--- src/rtl/regfile_wb_arbiter_if.sv ---
// Writeback bus between the two requesters, the arbiter and the register-file write port.
// The slave side is the arbiter; the master side is the requesters plus the register file.
interface regfile_wb_arbiter_if #(
   parameter int DATA_W = 32,
   parameter int ADDR_W = 5
);
   logic                   a_valid;
   logic                   a_ready;
   logic [ADDR_W-1:0]      a_dest;
   logic [DATA_W-1:0]      a_data;
   logic                   b_valid;
   logic                   b_ready;
   logic [ADDR_W-1:0]      b_dest;
   logic [DATA_W-1:0]      b_data;
   logic                   rf_load;
   logic [ADDR_W-1:0]      rf_dest;
   logic [DATA_W-1:0]      rf_in;
   logic [2**ADDR_W-1:0]   pending_mask;

   modport slave (
      input  a_valid, a_dest, a_data,
      input  b_valid, b_dest, b_data,
      output a_ready, b_ready,
      output rf_load, rf_dest, rf_in,
      output pending_mask
   );

   modport master (
      output a_valid, a_dest, a_data,
      output b_valid, b_dest, b_data,
      input  a_ready, b_ready,
      input  rf_load, rf_dest, rf_in,
      input  pending_mask
   );
endinterface

--- src/rtl/regfile_wb_arbiter.sv ---
// Arbitrates the single register-file write port between requester A (execute) and B (load).
// One-entry holding buffer per requester; the oldest buffered write is drained each cycle, ties go to A.
module regfile_wb_arbiter #(
   parameter int DATA_W = 32,
   parameter int ADDR_W = 5
) (
   input  logic                   clk,
   input  logic                   rst,
   regfile_wb_arbiter_if.slave    wb
);
   localparam int         NREG    = 2**ADDR_W;
   localparam logic [1:0] AGE_MAX = 2'd3;

   // index 0 = requester A, index 1 = requester B
   logic [1:0]        req_valid;
   logic [1:0]        req_ready;
   logic [ADDR_W-1:0] req_dest [2];
   logic [DATA_W-1:0] req_data [2];

   logic [1:0]        full;
   logic [ADDR_W-1:0] buf_dest [2];
   logic [DATA_W-1:0] buf_data [2];
   logic [1:0]        age      [2];

   logic [1:0]        grant;
   logic [NREG-1:0]   pending;

   assign req_valid   = {wb.b_valid, wb.a_valid};
   assign req_dest[0] = wb.a_dest;
   assign req_dest[1] = wb.b_dest;
   assign req_data[0] = wb.a_data;
   assign req_data[1] = wb.b_data;

   // Ready depends only on buffer state, so a drained buffer cannot refill in its grant cycle.
   assign req_ready  = ~full & {2{~rst}};
   assign wb.a_ready = req_ready[0];
   assign wb.b_ready = req_ready[1];

   always_comb begin
      grant = 2'b00;
      if (!rst) begin
         if (full[0] && (!full[1] || age[0] >= age[1])) begin
            grant[0] = 1'b1;
         end else if (full[1]) begin
            grant[1] = 1'b1;
         end
      end
   end

   always_comb begin
      wb.rf_load = 1'b0;
      wb.rf_dest = '0;
      wb.rf_in   = '0;
      if (grant[0]) begin
         wb.rf_load = 1'b1;
         wb.rf_dest = buf_dest[0];
         wb.rf_in   = buf_data[0];
      end else if (grant[1]) begin
         wb.rf_load = 1'b1;
         wb.rf_dest = buf_dest[1];
         wb.rf_in   = buf_data[1];
      end
   end

   always_comb begin
      pending = '0;
      if (!rst) begin
         for (int i = 0; i < 2; i++) begin
            if (full[i]) begin
               pending[buf_dest[i]] = 1'b1;
            end
         end
      end
   end

   assign wb.pending_mask = pending;

   always_ff @(posedge clk) begin
      if (rst) begin
         full <= 2'b00;
         for (int i = 0; i < 2; i++) begin
            buf_dest[i] <= '0;
            buf_data[i] <= '0;
            age[i]      <= 2'd0;
         end
      end else begin
         for (int i = 0; i < 2; i++) begin
            if (grant[i]) begin
               full[i] <= 1'b0;
               age[i]  <= 2'd0;
            end else if (full[i]) begin
               if (age[i] != AGE_MAX) begin
                  age[i] <= age[i] + 2'd1;
               end
            end else if (req_valid[i] && req_ready[i]) begin
               // writes to register 0 complete the handshake but are dropped here
               full[i]     <= (req_dest[i] != '0);
               buf_dest[i] <= req_dest[i];
               buf_data[i] <= req_data[i];
               age[i]      <= 2'd0;
            end
         end
      end
   end
endmodule

--- src/flat_wrapper.sv ---
// flat-port wrapper written by rule: the top's interface ports become plain ports
module regfile_wb_arbiter_flat 
#(
   parameter int DATA_W = 32,
   parameter int ADDR_W = 5
)
  (clk, rst, wb_a_valid, wb_a_dest, wb_a_data, wb_b_valid, wb_b_dest, wb_b_data, wb_a_ready, wb_b_ready, wb_rf_load, wb_rf_dest, wb_rf_in, wb_pending_mask);
  regfile_wb_arbiter_if #(.DATA_W(DATA_W), .ADDR_W(ADDR_W)) wb_i ();
  input  logic clk;
  input  logic rst;
  input wire logic [$bits(wb_i.a_valid)-1:0] wb_a_valid;
  input wire logic [$bits(wb_i.a_dest)-1:0] wb_a_dest;
  input wire logic [$bits(wb_i.a_data)-1:0] wb_a_data;
  input wire logic [$bits(wb_i.b_valid)-1:0] wb_b_valid;
  input wire logic [$bits(wb_i.b_dest)-1:0] wb_b_dest;
  input wire logic [$bits(wb_i.b_data)-1:0] wb_b_data;
  output wire logic [$bits(wb_i.a_ready)-1:0] wb_a_ready;
  output wire logic [$bits(wb_i.b_ready)-1:0] wb_b_ready;
  output wire logic [$bits(wb_i.rf_load)-1:0] wb_rf_load;
  output wire logic [$bits(wb_i.rf_dest)-1:0] wb_rf_dest;
  output wire logic [$bits(wb_i.rf_in)-1:0] wb_rf_in;
  output wire logic [$bits(wb_i.pending_mask)-1:0] wb_pending_mask;
  assign wb_i.a_valid = wb_a_valid;
  assign wb_i.a_dest = wb_a_dest;
  assign wb_i.a_data = wb_a_data;
  assign wb_i.b_valid = wb_b_valid;
  assign wb_i.b_dest = wb_b_dest;
  assign wb_i.b_data = wb_b_data;
  assign wb_a_ready = wb_i.a_ready;
  assign wb_b_ready = wb_i.b_ready;
  assign wb_rf_load = wb_i.rf_load;
  assign wb_rf_dest = wb_i.rf_dest;
  assign wb_rf_in = wb_i.rf_in;
  assign wb_pending_mask = wb_i.pending_mask;
  regfile_wb_arbiter #(.DATA_W(DATA_W), .ADDR_W(ADDR_W)) u_core (.clk(clk), .rst(rst), .wb(wb_i));
endmodule
--- config.mk ---
export PLATFORM = sky130hd
export DESIGN_NAME = regfile_wb_arbiter_flat
export DESIGN_NICKNAME = d
export VERILOG_FILES = /design/src/rtl/regfile_wb_arbiter_if.sv /design/src/rtl/regfile_wb_arbiter.sv /design/src/flat_wrapper.sv
export SDC_FILE = /design/constraint.sdc
export NUM_CORES = 1
export LEC_CHECK = 0
export CORE_MARGIN = 2
export CORE_UTILIZATION = 47
export DETAILED_ROUTE_END_ITERATION = 8
export PLACE_DENSITY = 0.92
export SYNTH_ARGS = -nofsm -noshare
export SYNTH_HDL_FRONTEND = slang
export SYNTH_SLANG_ARGS = --single-unit
--- constraint.sdc ---
create_clock -name clk -period 3 [get_ports clk]
set_clock_uncertainty 0.1 [all_clocks]
set_input_delay 0.6 -clock clk [delete_from_list [all_inputs] [get_ports clk]]
set_output_delay 0.6 -clock clk [all_outputs]
set_load 0.05 [all_outputs]
* Word-level counts from Yosys, hierarchy flattened *
Memories as Yosys holds them, arrays and structs flattened.
Cells that the tools add are included.

word-level totals
  register bits = 2
  memory bits (writable) = 78
  input port bits = 78
  output and inout bits = 72
  memories kept = 3

memory list
  name             depth  bits a word  rd ports  clocked after memory_dff  write ports  line                      source
  u_core.buf_data  2      32           2         0                         2            regfile_wb_arbiter.sv:22  logic [DATA_W-1:0] buf_data [2];
  u_core.buf_dest  2      5            2         0                         2            regfile_wb_arbiter.sv:21  logic [ADDR_W-1:0] buf_dest [2];
  u_core.age       2      2            2         0                         2            regfile_wb_arbiter.sv:23  logic [1:0] age [2];

operators by class
  add/subtract/negate cells = 2
  magnitude comparators = 5
  eq/ne operators = 2
  muxes and demuxes = 59
  bitwise operators = 14
  reductions and logical operators = 11

operator list
  operator                                                               count
  32-bit 2-to-1 mux                                                      8
  1-bit 2-to-1 mux                                                       38
  32-bit bitwise OR                                                      1
  5-bit 2-to-1 mux                                                       4
  2-bit 2-to-1 mux                                                       7
  5-bit by 6-bit < comparator with 1-bit output, second input constant   2
  1-bit demux with 5-bit select                                          2
  5-bit by 1-bit >= comparator with 1-bit output, second input constant  2
  1-bit bitwise OR                                                       10
  5-bit nonzero test                                                     2
  1-bit logical AND                                                      5
  2-bit by 1-bit adder with 2-bit output, second input constant          2
  2-bit inequality test, second input constant                           2
  2-bit OR reduction                                                     2
  2-bit bitwise AND                                                      1
  2-bit >= comparator                                                    1
  2-bit inverter                                                         1
  1-bit logical NOT                                                      1
  1-bit logical OR                                                       1
  1-bit inverter                                                         1

* Longest topological paths before layout *
  word-level depth = 11
  depth in mapped cells = 7

* Worst setup path after synthesis *
Ideal clock, no wire load.

  path kind = register to output
  from = mem u_core.age[0][0]
  to = out wb_rf_dest[0]
  data arrival time = 2.171 ns
  slack = 0.129 ns
  cell stages (with the launch flop) = 8
  buffers on the path = 2
  path through = edfxtp_1 inv_1 ha_1 and2b_1 o22ai_2 buf_6 buf_12 mux2i_1

RTL lines
  element          line                      source
  start, declared  regfile_wb_arbiter.sv:23
  end, declared    flat_wrapper.sv:20        output wire logic [$bits(wb_i.rf_dest)-1:0] wb_rf_dest;

==> results.toml <==
[synthesis]
synth_cell_types = 38
syn_area_per_cell_sq_um = 11.1
ys_seq_area_share_pct = 50.7
synth_top_area_share_pct = 49.8
synthArstFlopShare_pct = 0
synth_nets = 506
ys_top_cells_by_area = "edfxtp_1 50%, and2_1 9.8%, mux2i_1 7.9%, nand2b_1 5.5%, a22oi_1 5.1%"
yosysWarnings = 0
synth_edf_count = 78
synth_area_sq_um = 4700
synth_top_area_cell = "edfxtp_1"
syn_inst = 424
synth_top_flop_cell = "edfxtp_1"
synth_seq_cells = 80

[clock_tree]
cts_tree = "yes"
clk_path_buf_depth = 2
clock_latency_ns = 0.35
cts_hold_buf = 0
clk_pin_slew_ns = 0.08
cts_max_level = 3
root_buffer = "clkbuf_8"
cts_buffers = 9
clock_sinks = 80

[critical_path]
worstReg2RegEnd = "u_core.age[0][1]"
crit_required_ns = 2.30
reg2reg_from = "u_core.age[1][0]"
cpMostUsedCell = "buf_12"
end_kind = "output port"
cp-start-kind = "flip-flop"
ff2ff_path_depth = 6
crit_chain = "ha_1, and2b_1, o22ai_4, buf_12, buf_12, mux2i_1, buf_12"
critPathMaxFanout = 12
criticalPathCategory = "flip-flop to output port"
reg2reg_slack_ns = 0.89
arrival_ns = 2.23
crit_start = "u_core.age[1][0]"
critPathMaxStageDelay_ns = 0.41
cp_slowest_cell = "edfxtp_1"

[die]
start_util_pct = 48.3
die_h_microns = 104
ios = 150
die_area_sq_um = 10800
die_w_microns = 104
num_rows = 36
core_sq_um = 9730

[cells_and_area]
final_cell_mix = "78 x clkdlybuf4s50_1, 78 x edfxtp_1, 74 x and2_1"
insertedDiodeCount = 0
seq_area_sq_um = 2380
syn_to_final_growth_pct = 50.1
finalInstanceArea_sq_um = 7060
multi_input_comb_area_sq_um = 2280
fill_cells = 666
nets = 649
final_core_util_pct = 72.5
drive_above_1_share_pct = 24.0

[place]
place_ws_ns = 0.249
placed_area_sq_um = 6570
gp_congestion = 0.927
hpwl_mm = 8.68
place.port_buffers = 149

[global_route]
grt_overflow = 0
grt_max_degree = 70
grt_pass1_vias = 3837
grt_pass1_wl_mm = 19.2
antenna_found_initial = 1
grt_use_total_pct = 22.5

[sta]
finalWorstSetupSlack_ns = 0.0656
rsz0062_at_grt = "yes"
worst_slew_pin_slew_ns = 0.715
min_period_ns = 2.93
slew_violations = 0
tns_ns = 0
setup_violations = 0
period_share_pct = 97.8
max_freq_mhz = 341
relSlewSlack_pct = 52.3
finalHoldViolCount = 0
holdWs_ns = 0.601

[route]
dr.first_iter.drc_count = 394
wl_per_cell_microns = 17.7
drtAntennaViolNets = 0
num_vias = 3755
drt_wl_total_mm = 12.5
via_per_inst = 5.33
drc = 0
dr.pass1.iters = 7

[hold_path]
hp-class = "flip-flop to flip-flop"
min-delay-start = "u_core.age[0][0]"
whs_path_depth = 2
holdPathEnd = "u_core.age[0][0]"

[power]
peakVddDrop_v = 0.000344
p_per_area_nw_per_um2 = 457
leakagePower_nw = 2.68

[flow_run]
drv_cap = 0

[status]
status = "finished, final reports clean"
state kept, by name, indices dropped and copies added (netlist names):
name             cells
u_core.full          2
u_core.buf_dest     10
u_core.buf_data     64
u_core.age           4
logic make-up (layout without fill, tap and decap cells):
logic type                 after synthesis  in the layout  synth area share, %
muxes                                   37             37                 7.88
DFF                                     80             80                 50.7
AOI/OAI and AO/OA                       38             38                 6.28
buffers and inverters                   37            185                 5.53
adders and majority gates                4              4                 1.06
and+or+nand+nor                        228            228                 28.6
what timing repair did:
action | 4_1_cts | 5_1_grt
pin swaps | 0 | 1
setup endpoints to repair | 31 | 37
gates cloned | 0 | 3
setup buffers | 0 | 4
resized for setup | 16 | 35
endpoints found under the hold margin | 0 | 0
layer usage:
metal	vias to the layer above	share of wire (%)	GRT usage (%)
met5	-	0	0
met4	0	2.0	9.07
met3	24	8.5	6.08
met2	194	51	39.7
met1	1773	39	25.9
li1	1764	-	-
worst max-delay path, delay by kind of cell (launching register included):
family,cells,cell delay [ns]
AO/OA/AOI/OAI,1,0.13
adder cells (fa/ha/maj),1,0.30
buffers and inverters,3,0.51
flip-flops,1,0.41
multiplexers,1,0.31
AND/OR/NAND/NOR,1,0.20
layout make-up:
class / count / share of cell area [%]
clock buffers: 14 / 2.45
inverters: 3 / 0.160
multi-input cells: 307 / 32.4
well taps: 133 / 2.36
flip-flops and latches: 80 / 33.8
clock inverters: 2 / 0.177
repair buffers: 166 / 28.7
synth_stat cells (2+ instances only):
master / count
ha_1: 4
buf_4: 8
buf_2: 9
nand2_1: 39
and3_1: 4
nand2b_1: 41
and3b_1: 10
nor3b_2: 5
clkbuf_1: 10
a22oi_1: 32
dfxtp_1: 2
nor3b_1: 3
mux2i_1: 37
nor2_1: 37
buf_12: 4
nor3_1: 4
buf_6: 2
edfxtp_1: 78
inv_1: 3
and2_1: 74
per-stage QoR:
step | std cells | total power, mW
global placement | 682 | 2.31
global route | 705 | 3.35
finish | 705 | 3.23
floorplan | 424 | 1.99
detailed placement | 682 | 2.34
CTS | 698 | 3.09
where the power goes:
group	total, mW	internal (mW)	switching, mW	leakage (nW)
Clock	0.742	0.368	0.374	0.0927
Sequential	1.42	1.36	0.0610	0.862
Combinational	1.07	0.523	0.544	1.73
Total	3.23	2.25	0.980	2.68
worst max path at each step:
stage	slack, ns	cells past startpoint	to
floorplan	0.13	7	wb_rf_dest[0]
global placement	0.35	7	wb_rf_in[22]
detailed placement	0.25	7	wb_rf_in[21]
CTS	-0.06	7	wb_rf_in[14]
global route	-0.02	7	wb_rf_in[6]
finish	0.07	7	wb_rf_in[12]
No activity file was read; power rests on OpenSTA's default activity.
